$ cat src/rtl/ts_pkg.sv
// Shared constants, state encoding and byte helpers for the timestamp record framer.
package ts_pkg;

  localparam logic [7:0] FRAME_MAGIC = 8'hA5;

  typedef enum logic [2:0] {
    IDLE = 3'd0,
    HDR  = 3'd1,
    REC  = 3'd2,
    WAIT = 3'd3,
    TRL  = 3'd4
  } state_e;

  function automatic int rec_bytes(input int ts_w);
    return 1 + 3 * (ts_w / 8);
  endfunction

  function automatic logic [7:0] chk_next(input logic [7:0] acc, input logic [7:0] b);
    return acc ^ b;
  endfunction

endpackage

$ cat src/rtl/ts_record_framer.sv
// Packs timestamp records big-endian into byte-wide AXI-Stream frames:
// magic, seq, 1..RECS_PER_FRAME records, count, XOR checksum (tlast on checksum).
module ts_record_framer
  import ts_pkg::*;
#(
  parameter int ID_W           = 4,
  parameter int TS_W           = 64,
  parameter int RECS_PER_FRAME = 4,
  parameter int FLUSH_TIMEOUT  = 1024
) (
  input  logic            clk,
  input  logic            rst,
  input  logic            rec_valid,
  output logic            rec_ready,
  input  logic [ID_W-1:0] rec_id,
  input  logic [TS_W-1:0] rec_start_ts,
  input  logic [TS_W-1:0] rec_end_ts,
  input  logic [TS_W-1:0] rec_delta,
  output logic [7:0]      m_tdata,
  output logic            m_tvalid,
  input  logic            m_tready,
  output logic            m_tlast
);

  localparam int RB = rec_bytes(TS_W);
  localparam int RW = RB * 8;
  localparam int IW = $clog2(RB);
  localparam int TW = (FLUSH_TIMEOUT > 1) ? $clog2(FLUSH_TIMEOUT) : 1;
  localparam logic [IW-1:0] IDX_LAST = IW'(RB - 1);
  localparam logic [TW-1:0] TMO_LAST = TW'(FLUSH_TIMEOUT - 1);
  localparam logic [7:0]    RECS_MAX = 8'(RECS_PER_FRAME);

  state_e        state_q, state_d;
  logic [RW-1:0] hold_q, hold_d;
  logic          hold_full_q, hold_full_d;
  logic          rec_ready_q, rec_ready_d;
  logic [IW-1:0] idx_q, idx_d;
  logic [TW-1:0] tmo_q, tmo_d;
  logic [7:0]    seq_q, seq_d;
  logic [7:0]    cnt_q, cnt_d;
  logic [7:0]    chk_q, chk_d;
  logic [7:0]    tdata_q, tdata_d;
  logic          tvalid_q, tvalid_d;
  logic          tlast_q, tlast_d;

  logic          hs;
  logic          load;
  logic [7:0]    id8;
  logic [RW-1:0] rec_vec;

  assign hs        = tvalid_q && m_tready;
  assign load      = rec_valid && rec_ready_q;
  assign rec_ready = rec_ready_q;
  assign m_tdata   = tdata_q;
  assign m_tvalid  = tvalid_q;
  assign m_tlast   = tlast_q;

  // Incoming record laid out in transmit order, first byte in the top bits.
  always_comb begin
    id8            = 8'h00;
    id8[ID_W-1:0]  = rec_id;
    rec_vec        = {id8, rec_start_ts, rec_end_ts, rec_delta};
  end

  // Next-state, counters, holding register and next stream outputs.
  always_comb begin
    state_d = state_q;
    idx_d   = idx_q;
    tmo_d   = tmo_q;
    seq_d   = seq_q;
    cnt_d   = cnt_q;
    chk_d   = chk_q;

    if (load) begin
      hold_d      = rec_vec;
      hold_full_d = 1'b1;
    end else begin
      hold_d      = hold_q;
      hold_full_d = hold_full_q;
    end

    case (state_q)
      IDLE: begin
        if (hold_full_q) begin
          state_d = HDR;
          idx_d   = '0;
        end else begin
          state_d = IDLE;
        end
      end
      HDR: begin
        if (hs) begin
          chk_d = chk_next(chk_q, tdata_q);
          if (idx_q == '0) begin
            idx_d = IW'(1);
          end else begin
            idx_d   = '0;
            state_d = REC;
          end
        end else begin
          state_d = HDR;
        end
      end
      REC: begin
        if (hs) begin
          chk_d = chk_next(chk_q, tdata_q);
          if (idx_q == IDX_LAST) begin
            // rec_ready is low while HOLD is full, so no load can race this free.
            idx_d       = '0;
            cnt_d       = cnt_q + 8'd1;
            hold_full_d = 1'b0;
            if (cnt_q + 8'd1 == RECS_MAX) begin
              state_d = TRL;
            end else begin
              state_d = WAIT;
              tmo_d   = '0;
            end
          end else begin
            idx_d = idx_q + IW'(1);
          end
        end else begin
          state_d = REC;
        end
      end
      WAIT: begin
        // A record landing this very cycle beats an expiring timeout.
        if (hold_full_q || load) begin
          state_d = REC;
          idx_d   = '0;
        end else if (tmo_q == TMO_LAST) begin
          state_d = TRL;
          idx_d   = '0;
        end else begin
          tmo_d = tmo_q + TW'(1);
        end
      end
      TRL: begin
        if (hs) begin
          if (idx_q == '0) begin
            chk_d = chk_next(chk_q, tdata_q);
            idx_d = IW'(1);
          end else begin
            idx_d   = '0;
            seq_d   = seq_q + 8'd1;
            cnt_d   = 8'd0;
            chk_d   = 8'd0;
            state_d = hold_full_q ? HDR : IDLE;
          end
        end else begin
          state_d = TRL;
        end
      end
      default: begin
        state_d = IDLE;
      end
    endcase

    rec_ready_d = !hold_full_d;

    tvalid_d = 1'b0;
    tlast_d  = 1'b0;
    tdata_d  = 8'h00;
    case (state_d)
      HDR: begin
        tvalid_d = 1'b1;
        if (idx_d == '0) begin
          tdata_d = FRAME_MAGIC;
        end else begin
          tdata_d = seq_d;
        end
      end
      REC: begin
        tvalid_d = 1'b1;
        tdata_d  = 8'(hold_d >> ((RB - 1 - int'(idx_d)) * 8));
      end
      TRL: begin
        tvalid_d = 1'b1;
        if (idx_d == '0) begin
          tdata_d = cnt_d;
        end else begin
          tdata_d = chk_d;
          tlast_d = 1'b1;
        end
      end
      default: begin
        tvalid_d = 1'b0;
      end
    endcase
  end

  // Register every piece of state and the stream outputs.
  always_ff @(posedge clk) begin
    if (rst) begin
      state_q     <= IDLE;
      hold_q      <= '0;
      hold_full_q <= 1'b0;
      rec_ready_q <= 1'b0;
      idx_q       <= '0;
      tmo_q       <= '0;
      seq_q       <= 8'd0;
      cnt_q       <= 8'd0;
      chk_q       <= 8'd0;
      tdata_q     <= 8'h00;
      tvalid_q    <= 1'b0;
      tlast_q     <= 1'b0;
    end else begin
      state_q     <= state_d;
      hold_q      <= hold_d;
      hold_full_q <= hold_full_d;
      rec_ready_q <= rec_ready_d;
      idx_q       <= idx_d;
      tmo_q       <= tmo_d;
      seq_q       <= seq_d;
      cnt_q       <= cnt_d;
      chk_q       <= chk_d;
      tdata_q     <= tdata_d;
      tvalid_q    <= tvalid_d;
      tlast_q     <= tlast_d;
    end
  end

endmodule

$ cat config.mk
export PLATFORM = sky130hd
export DESIGN_NAME = ts_record_framer
export DESIGN_NICKNAME = d
export VERILOG_FILES = /design/src/rtl/ts_pkg.sv /design/src/rtl/ts_record_framer.sv
export SDC_FILE = /design/constraint.sdc
export NUM_CORES = 1
export LEC_CHECK = 0
export CAP_MARGIN = 20
export CELL_PAD_IN_SITES_DETAIL_PLACEMENT = 1
export CELL_PAD_IN_SITES_GLOBAL_PLACEMENT = 2
export CORE_MARGIN = 3
export CORE_UTILIZATION = 32
export CTS_BUF_LIST = sky130_fd_sc_hd__clkbuf_16
export CTS_CLUSTER_DIAMETER = 30
export DETAILED_ROUTE_END_ITERATION = 10
export PLACE_DENSITY_LB_ADDON = 0.1
export SYNTH_ARGS = -nofsm -noshare
export SYNTH_HDL_FRONTEND = slang
export SYNTH_SLANG_ARGS = --single-unit
$ cat constraint.sdc
create_clock -name clk -period 5.51 [get_ports clk]
set_input_delay 1.102 -clock clk [delete_from_list [all_inputs] [get_ports clk]]
set_output_delay 1.102 -clock clk [all_outputs]
set_load 0.01 [all_outputs]
==> flow_summary.toml <==
[power]
sw_frac_of_total = 0.235
power.combinational.fraction = 0.093
internal_power_mw = 5.06
static-leakage-power_nw = 6.49
power_per_cell_area_nw_per_um2 = 369
peakVddDrop_mv = 0.198
share_seq_of_total_power = 0.295
total_power_of_the_final_layout_mw = 6.61
p_sw_mw = 1.56
p_clk_frac = 0.611

[finish]
fin_nets = 1990
multi_input_gate_area_in_the_final_layout_um2 = 7330
register_area_um2 = 5080
post_route_cells_drive_above_1_share = 0.118
final.fill_count = 4612
area_delta_synth_final_pct = 38.1
antenna_cells = 0
final_non_filler_cells = 2367

[synthesis]
yosys-mux-area-fraction = 0.144
synth_fa_ha_area_frac = 0.00578
synth-edff-count = 0
synth_simple_gate_area_frac = 0.213
synth_top_family_by_area = "simple AND/OR/NAND/NOR gates"
synth-warning-count = 0
seq_area_frac_synth = 0.392
synth_xor_xnor_area_share = 0.0263
synth_flop_cell = "dfxtp_1"
postSynthRegisterBits = 254
synth_compound_gate_area_share = 0.174
synth_largest_area_cell = "dfxtp_1"
yosys.area.top_type_share = 0.392
synthCells = 1583
synthesis.nets = 1789
postSynthAreaPerCell_um2 = 8.20
synthDistinctLibCells = 87
async_reset_ff_frac = 0
ys_top_cells_by_area = "dfxtp_1, nand2_1, a21oi_1, mux4_2, mux2i_1"
synth.cell_area_um2 = 13000

[clock_network]
number_of_clock_sinks = 254
post-cts-setup-buffers = 0
clockBufferDepth = 3
ctsHoldBuffers = 0
cts_root_buf = "clkbuf_16"
cts_tree = "done"
clkLatencyLatePin_ps = 570
path_clk_slew_ps = 40
cts-buffers-inserted = 75
clock_tree.htree_level_count = 3
cts-resized-gates = 0

[global_route]
grt_overflow = 0
number_of_global_route_vias_before_repair = 12800
grt_max_degree = 168
antenna_found_initial = 0
grt_util_all_layers = 0.224
wire_length_of_the_first_global_routing_pass_mm = 76.1

[timing]
fmax_mhz = 214
finalHoldWorstSlack_ps = 450
period_needed_ps = 4680
slew_headroom = 0.256
setup-violations-final = 0
fin_crit_sh = 0.850
final_max_slew_viol_count = 0
totalNegativeSetupSlack_ps = 0
clock_skew_ps = 11.6
unrepaired_setup_endpoints_after_global_routing = "no"
report.final.hold_viol_count = 0
worst_slew_pin_slew_ps = 1110

[setup_path]
critical_path.n_buffers_inverters = 3
worst_stage_delay_on_the_critical_path_ps = 610
worst-path-max-fanout = 22
critPathSlowestCell = "clkdlybuf4s50_1"
cp-start-kind = "input pin"
critPathCaptureType = "flop"
critical-path-top-delay-family = "buffers and inverters"
crit_arrival_ps = 5100
crit_required_ps = 5920
worst-setup-path-type = "in -> reg"
cp_cell_sequence = "clkdlybuf4s50_1, nand2_1, o2111ai_1, a21boi_2, or2_4, inv_6, ha_1, inv_1, xnor2_4, mux2_2, mux4_2, a221oi_2, a211oi_1"

[floorplan]
core.rowCount = 73
number_of_ports_placed_on_the_die_boundary = 211
die-area_um2 = 43000
die-width_um = 207
die_h_um = 207
starting_density_of_the_core = 0.325
core-area_um2 = 39900

[routing]
antenna_left = 0
detail_route.vias_per_cell = 5.22
detailroute.via_count = 12400
route.detailed.wl_per_inst_um = 20.8
drc = 0
detail_route.first_pass.iterations = 5
routed_wirelength_mm = 49.3
drt_iter0_markers = 653

[outcome]
run_status = "complete, no violations"

[run]
drv_cap = 0

[placed_design]
gp_routability_congestion = 0.787
hpwlAfterDp_mm = 35.1
placed_cells = 2232
place.port_buffers = 210

[worst_hold_path]
min_path_type = "reg -> reg"
power groups by stage:
| stage | registers (mW) | logic, mW | clock network, mW |
|---|---|---|---|
| finish | 1.95 | 0.616 | 4.04 |
| CTS | 1.95 | 0.626 | 4.12 |
| global placement | 1.98 | 0.619 | 0 |
| floorplan | 1.97 | 0.319 | 0 |
| global route | 1.96 | 0.674 | 4.23 |
| detailed placement | 1.98 | 0.623 | 0 |
cell usage after synthesis (6+ instances only):
master and instances:
mux2i_1 81, nand4_1 10, buf_4 7, xnor2_1 13, a22oi_1 8, and2_1 8, buf_1 8, mux4_2 44
buf_2 26, inv_1 9, a31oi_1 11, and3_1 12, nand3_1 27, clkbuf_1 74, o22ai_1 10, a21o_1 6
dfxtp_1 254, a32oi_1 9, nor2_1 87, a211oi_1 10, o21ai_0 39, ha_1 6, nand2_1 431, nor3_1 34
a21oi_1 234, xor2_1 21
state kept, by name (all words and copies together), names as in the netlist:
signal and flops:
tmo_q 10, m_tvalid 1, hold_q 200, m_tlast 1, idx_q 5, cnt_q 8
state_q 3, chk_q 8, m_tdata 8, rec_ready 1, seq_q 8, hold_full_q 1
area by class of cell:
cell class	count	share of cell area
clock buffer	79	0.110
tap	525	0.0366
timing repair buffer	244	0.135
sequential	254	0.284
multi-input combinational	1199	0.409
clock inverter	56	0.0232
inverter	10	0.00237
metrics by stage:
stage | setup slack [ps] | util | area [um2]
2_1_floorplan | 941 | - | 13000
3_3_place_gp | 349 | 0.389 | 15500
3_5_place_dp | 288 | 0.389 | 15500
4_1_cts | 861 | 0.449 | 17900
5_1_grt | 604 | 0.449 | 17900
6_report | 828 | 0.449 | 17900
layer usage:
layer | global-route usage | wire (um)
met4 | 0.0574 | 834
met3 | 0.0396 | 1980
met1 | 0.303 | 22700
met5 | 0 | 0
met2 | 0.372 | 23800
tightest hold or removal path, cell delays in order (launching register included):
cell,delay [ps]
dfxtp_1,300
nand2_1,50
a21oi_1,50
worst paths after layout:
| kind | startpoint | end | slack [ps] | cells after the start |
|---|---|---|---|---|
| worst max-delay path | m_tready | m_tdata[1] | 830 | 13 |
| worst min-delay path | hold_q[60] | hold_q[60] | 450 | 2 |
| worst max register to register | state_q[0] | m_tdata[1] | 1330 | 12 |
| worst min register to register | hold_q[60] | hold_q[60] | 450 | 2 |
logic make-up (layout without fill, tap and decap cells):
group,Yosys count,count (layout)
simple gates,648,648
compound gates,378,378
flops,254,254
mux,131,131
buf+inv,130,389
xor+xnor,36,36
fa+ha+maj,6,6
layout by cell type, fill, tap and decap left out, types with 5 or more instances in the layout:
cell	netlist	routed
nand4_1	10	10
mux2i_1	81	81
xnor2_1	13	12
inv_1	9	22
buf_12	0	5
clkinv_2	0	14
and2_1	8	7
xor2_1	21	21
a21o_1	6	6
nand3_1	27	27
a22oi_1	8	8
a21oi_1	234	234
o21ai_1	5	5
clkbuf_16	0	79
nor3_1	34	34
clkdlybuf4s50_1	0	209
a31oi_1	11	11
buf_4	7	29
nor2b_1	5	5
ha_1	6	6
o21ai_0	39	39
clkinv_1	0	21
bufinv_16	0	7
dfxtp_1	254	254
nand2_1	431	430
nor2_1	87	87
mux4_2	44	44
a32oi_1	9	9
o22ai_1	10	10
o31ai_1	5	5
a211oi_1	10	10
and3_1	12	12
mux2_2	5	5
(Power assumes the default switching activity.)
